## config.mk

```make
export PLATFORM = sky130hd
export DESIGN_NAME = fir_decim_fifo
export DESIGN_NICKNAME = d
export VERILOG_FILES = /design/src/rtl/fir_decim_fifo.sv
export SDC_FILE = /design/constraint.sdc
export NUM_CORES = 1
export LEC_CHECK = 0
export ABC_AREA = 1
export CAP_MARGIN = 0
export CORE_UTILIZATION = 30
export DETAILED_ROUTE_END_ITERATION = 10
export PLACE_DENSITY = 0.5
export SLEW_MARGIN = 20
export SYNTH_ARGS = -nofsm -noshare
export SYNTH_HDL_FRONTEND = slang
export SYNTH_SLANG_ARGS = --single-unit
```

## constraint.sdc

```tcl
create_clock -name clk -period 3.6 [get_ports clk]
set_clock_uncertainty 0.2 [all_clocks]
set_input_delay 0.54 -clock clk [delete_from_list [all_inputs] [get_ports clk]]
set_output_delay 0.54 -clock clk [all_outputs]
set_load 0.02 [all_outputs]
```

## src/rtl/fir_decim_fifo.sv

```systemverilog
// Post-filter stage: drops warm-up samples, decimates, rounds/saturates the Q15 result
// and buffers it in a first-word-fall-through FIFO with a valid/ready output.
module fir_decim_fifo #(
   parameter int IN_W   = 64,
   parameter int OUT_W  = 16,
   parameter int SHIFT  = 15,
   parameter int DECIM  = 4,
   parameter int WARMUP = 11,
   parameter int DEPTH  = 8
) (
   input  logic                          clk,
   input  logic                          rst,
   input  logic                          in_valid,
   input  logic signed [IN_W-1:0]        in_data,
   output logic                          out_valid,
   input  logic                          out_ready,
   output logic signed [OUT_W-1:0]       out_data,
   output logic                          out_sat,
   output logic [$clog2(DEPTH):0]        fifo_level,
   output logic                          overflow
);

   localparam int AW = $clog2(DEPTH);
   localparam int LW = AW + 1;
   localparam int WW = (WARMUP > 0) ? $clog2(WARMUP + 1) : 1;
   localparam int PW = (DECIM > 1) ? $clog2(DECIM) : 1;

   localparam logic signed [IN_W:0] HALF = (IN_W + 1)'(1) << (SHIFT - 1);
   localparam logic signed [IN_W:0] MAXV = ((IN_W + 1)'(1) << (OUT_W - 1)) - (IN_W + 1)'(1);
   localparam logic signed [IN_W:0] MINV = ~MAXV;

   logic [WW-1:0]          warmCnt;
   logic [PW-1:0]          phase;
   logic                   warmDone;
   logic                   candidate;
   logic                   keep;

   logic signed [IN_W:0]   sumExt;
   logic signed [IN_W:0]   rounded;
   logic                   satHi;
   logic                   satLo;
   logic [OUT_W-1:0]       rndData;

   logic                   s1Valid;
   logic [OUT_W-1:0]       s1Data;
   logic                   s1Sat;

   logic [OUT_W:0]         mem [DEPTH];
   logic [AW-1:0]          wrPtr;
   logic [AW-1:0]          rdPtr;
   logic [LW-1:0]          level;
   logic                   full;
   logic                   push;
   logic                   pop;
   logic [OUT_W:0]         head;

   assign warmDone  = (warmCnt == WW'(WARMUP));
   assign candidate = in_valid && warmDone;
   assign keep      = candidate && (phase == '0);

   // Warm-up counter saturates at WARMUP; the phase only moves on post-warm-up inputs.
   always_ff @(posedge clk) begin
      if (rst) begin
         warmCnt <= '0;
         phase   <= '0;
      end else begin
         if (in_valid && !warmDone) begin
            warmCnt <= warmCnt + WW'(1);
         end
         if (candidate) begin
            phase <= (phase == PW'(DECIM - 1)) ? '0 : phase + PW'(1);
         end
      end
   end

   // One extra bit of headroom keeps the rounding offset from wrapping near full scale.
   always_comb begin
      sumExt  = $signed({in_data[IN_W-1], in_data}) + HALF;
      rounded = sumExt >>> SHIFT;
      satHi   = (rounded > MAXV);
      satLo   = (rounded < MINV);
      if (satHi) begin
         rndData = {1'b0, {(OUT_W-1){1'b1}}};
      end else if (satLo) begin
         rndData = {1'b1, {(OUT_W-1){1'b0}}};
      end else begin
         rndData = rounded[OUT_W-1:0];
      end
   end

   always_ff @(posedge clk) begin
      if (rst) begin
         s1Valid <= 1'b0;
         s1Data  <= '0;
         s1Sat   <= 1'b0;
      end else begin
         s1Valid <= keep;
         if (keep) begin
            s1Data <= rndData;
            s1Sat  <= satHi || satLo;
         end
      end
   end

   assign full      = (level == LW'(DEPTH));
   assign pop       = out_valid && out_ready;
   assign push      = s1Valid && (!full || pop);

   // A full FIFO still accepts a write when the head leaves in the same cycle.
   always_ff @(posedge clk) begin
      if (rst) begin
         wrPtr    <= '0;
         rdPtr    <= '0;
         level    <= '0;
         overflow <= 1'b0;
      end else begin
         if (push) begin
            wrPtr <= wrPtr + AW'(1);
         end
         if (pop) begin
            rdPtr <= rdPtr + AW'(1);
         end
         case ({push, pop})
            2'b10:   level <= level + LW'(1);
            2'b01:   level <= level - LW'(1);
            default: level <= level;
         endcase
         if (s1Valid && full && !pop) begin
            overflow <= 1'b1;
         end
      end
   end

   always_ff @(posedge clk) begin
      if (!rst && push) begin
         mem[wrPtr] <= {s1Sat, s1Data};
      end
   end

   // Storage is not reset, so the head is masked to zero whenever nothing is stored.
   assign head       = mem[rdPtr];
   assign out_valid  = (level != '0);
   assign out_data   = out_valid ? head[OUT_W-1:0] : '0;
   assign out_sat    = out_valid && head[OUT_W];
   assign fifo_level = level;

endmodule

```

==> metrics.yaml <==
logic_synthesis:
  ys_top_cells_by_area: "edfxtp_1, nor2_1, nand2_1"
  syn_area_mm2: 0.00888
  yosys_warnings: 0
  synth_xor_area_frac: 0.0197
  synth_cell_types: 32
  synth-simple-area-share: 0.264
  synthCells: 1056
  muxShareOfSynthArea: 0
  syn_avg_cell_area_um2: 8.41
  syn-num-nets: 1134
  synth_top_family_by_area: "simple AND/OR/NAND/NOR gates"
  synth-seq-cells: 174
  yosysTopAreaCellShare: 0.460
  synth_compound_area_frac: 0.107
  synth_top_area_cell: "edfxtp_1"
  synth-seq-area-share: 0.546
  synthAdderAreaFrac: 0.0149
pwr:
  p_leak_nw: 3.93
  p_int_mw: 4.06
  p_sw_frac: 0.344
  ir_drop_mv: 0.262
  seq_power_share: 0.356
  fin_total_pwr_mw: 6.20
  power_switching_mw: 2.13
  p_per_area_mw_per_mm2: 569
  power_frac_comb: 0.353
  clkPwrFrac: 0.291
routing:
  wl_per_cell_um: 15.6
  vias: 7322
  ant_nets: 0
  vias_per_cell: 4.71
  detail_route.wirelength_mm: 24.3
  drt-initial-drc-count: 464
  drc_errors: 0
  first_pass_iters: 5
critical_path:
  crit_path_max_incr_delay_ns: 0.62
  worst_path_max_delay_cell: "clkdlybuf4s50_1"
  required_ns: 2.86
  critPathArrivalTime_ns: 2.55
  critPathKind: "reg -> out"
  cp-end-kind: "primary output"
  r2r_cells: 15
  r2r_start: "fifo_level[0]"
  crit_path_max_fanout: 27
  cp_cell_sequence: "inv_1 -> buf_4 -> buf_4 -> o21ai_0 -> o22ai_1 -> o21ai_0 -> a31oi_1 -> clkdlybuf4s50_1"
  crit_family: "buffers and inverters"
  r2r-end: "fifo_level[3]"
  reg2reg_slack_ns: 0.91
  cp_num_cells: 8
  worstSetupEndpoint: "out_data[10]"
  worst-path-buf-inv: 4
  crit_path_start_kind: "flop"
sta:
  worst_slew_pin_slew_ns: 0.739
  finalCritPeriodShare: 0.913
  hold_ws_ns: 0.267
  setup_violations: 0
  hold_violations: 0
  rsz0062_at_grt: "no"
  clock.fmax_mhz: 304
  max_slew_margin: 0.507
  period_needed_ns: 3.29
  maxSlewViolCount: 0
floorplan:
  io_pins: 91
  initial_core_util: 0.307
  fp.coreArea_mm2: 0.0289
  die-area_mm2: 0.0303
  die_w_um: 174
  std_cell_rows: 62
  die_h_um: 174
hold_path:
  worstHoldPathType: "reg -> reg"
clock_tree:
  clockRootBuffer: "clkbuf_16"
  numClockSinks: 174
  htree_levels: 4
  ctsHoldBuffers: 0
  post_cts_buffers: 0
  cts_buffer_depth: 2
  clk_latency_ns: 0.43
  cts.clk_slew.worst_paths_ns: 0.07
  cts_resized: 0
  numCtsBuffers: 17
  cts_tree: "done"
run_status:
  status: "complete, no violations"
layout:
  stdcell_count: 1555
  utilization: 0.377
  final_nets: 1236
  drive_above_1_share: 0.0794
  antenna_cells: 0
  area_delta_synth_final_pct: 22.7
global_routing:
  grt_overflow: 0
  grt_pass1_vias: 7186
  antenna_found_initial: 0
  grt_max_degree: 37
  grt_pass1_wl_mm: 38.5
  grt_usage: 0.165
job:
  maxCapViolCount: 0
placed_design:
  dpl.hpwl_mm: 17.2
  io_buffers: 76
  gp_congestion: 0.940
  placed_cells: 1523
[how the worst min path moves through the flow]
stage | cells after the start | startpoint | slack (ns) | endpoint
after floorplan | 2 | rdPtr[2] | 0.23 | flop
after global placement | 2 | rdPtr[2] | 0.25 | rdPtr[2]
after detailed placement | 2 | rdPtr[2] | 0.26 | flop
after CTS | 2 | rdPtr[2] | 0.27 | flop
after global routing | 2 | rdPtr[2] | 0.30 | rdPtr[2]
final | 2 | rdPtr[2] | 0.27 | flop
[routing by layer]
metal	vias up	track usage	routed length (um)
met3	34	0.0203	800
met2	166	0.289	12000
met4	0	0.0577	482
met1	3353	0.209	11000
met5	-	0	0
li1	3769	-	-
[layout by cell type, fill, tap and decap left out, types with 2 or more instances in the layout]
master           instances
nand3_1                 49
a31oi_1                 17
o21ai_0                116
edfxtp_1               136
o22ai_1                 18
nor2_2                   6
nand4_1                 15
buf_4                   41
nor3_2                   4
and2_1                   2
dfxtp_1                 37
nor3_1                   4
nand3b_1                 7
clkbuf_16               20
a21oi_1                 28
nor2_4                   2
nand2_1                207
ha_1                     9
clkdlybuf4s50_1         76
inv_1                   73
clkinvlp_4               3
inv_6                    5
nor2_8                   2
xnor2_1                 13
xor2_1                   7
nor2_1                 258
nand2_2                  3
[sequential cells by signal (all words and copies together) (netlist names), named ones only]
| register | cells |
|---|---|
| s1Sat | 1 |
| rdPtr | 3 |
| overflow | 1 |
| warmCnt | 4 |
| wrPtr | 3 |
| fifo_level | 4 |
| s1Valid | 1 |
| mem | 136 |
| phase | 2 |
| s1Data | 16 |
[kinds of logic (layout without fill, tap and decap cells)]
| group | count (synthesis) | after routing |
|---|---|---|
| compound gates | 181 | 181 |
| xor+xnor | 20 | 20 |
| fa+ha+maj | 10 | 10 |
| buf+inv | 108 | 223 |
| flops | 174 | 174 |
| simple gates | 563 | 563 |
[per-stage QoR]
| step | cell area [um2] | setup TNS, ns | worst slack [ns] |
|---|---|---|---|
| 6_report | 10900 | 0 | 0.314 |
| 2_1_floorplan | 8880 | 0 | 0.495 |
| 4_1_cts | 10900 | 0 | 0.262 |
| 3_3_place_gp | 10300 | 0 | 0.00874 |
| 3_5_place_dp | 10300 | -0.221 | -0.0368 |
| 5_1_grt | 10900 | 0 | 0.140 |
[final cells by class]
type | instances | area [um2]
Fill cell | 2936 | 18000
Inverter | 74 | 278
Tap cell | 384 | 480
Multi-Input combinational cell | 774 | 3630
Clock buffer | 21 | 504
Clock inverter | 11 | 91.3
Sequential cell | 174 | 4850
Timing Repair Buffer | 117 | 1070
[tightest hold or removal path, delay by kind of cell, from the launching register on]
kind            cells  cell delay (ns)
compound gates      1             0.06
buf+inv             1             0.05
flops               1             0.32
[synthesized netlist by cell type, drive strengths merged]
master	instances
nor2	268
nand2	211
edfxtp	136
o21ai	116
inv	74
nand3	50
dfxtp	38
a21oi	28
clkbuf	28
o22ai	18
a31oi	17
nand4	15
xnor2	13
ha	9
nor3	8
nand3b	7
xor2	7
buf	6
and2	2
a211oi	1
a21boi	1
fa	1
nor3b	1
nor4b	1
[power by group through the flow]
stage / Sequential, mW / Combinational (mW) / Clock, mW
6_report: 2.21 / 2.19 / 1.80
5_1_grt: 2.22 / 2.42 / 1.92
4_1_cts: 2.21 / 2.21 / 1.84
3_5_place_dp: 2.25 / 2.20 / 0
3_3_place_gp: 2.25 / 2.19 / 0
2_1_floorplan: 2.26 / 1.29 / 0
Note: power is estimated with default switching activity, not from simulation.
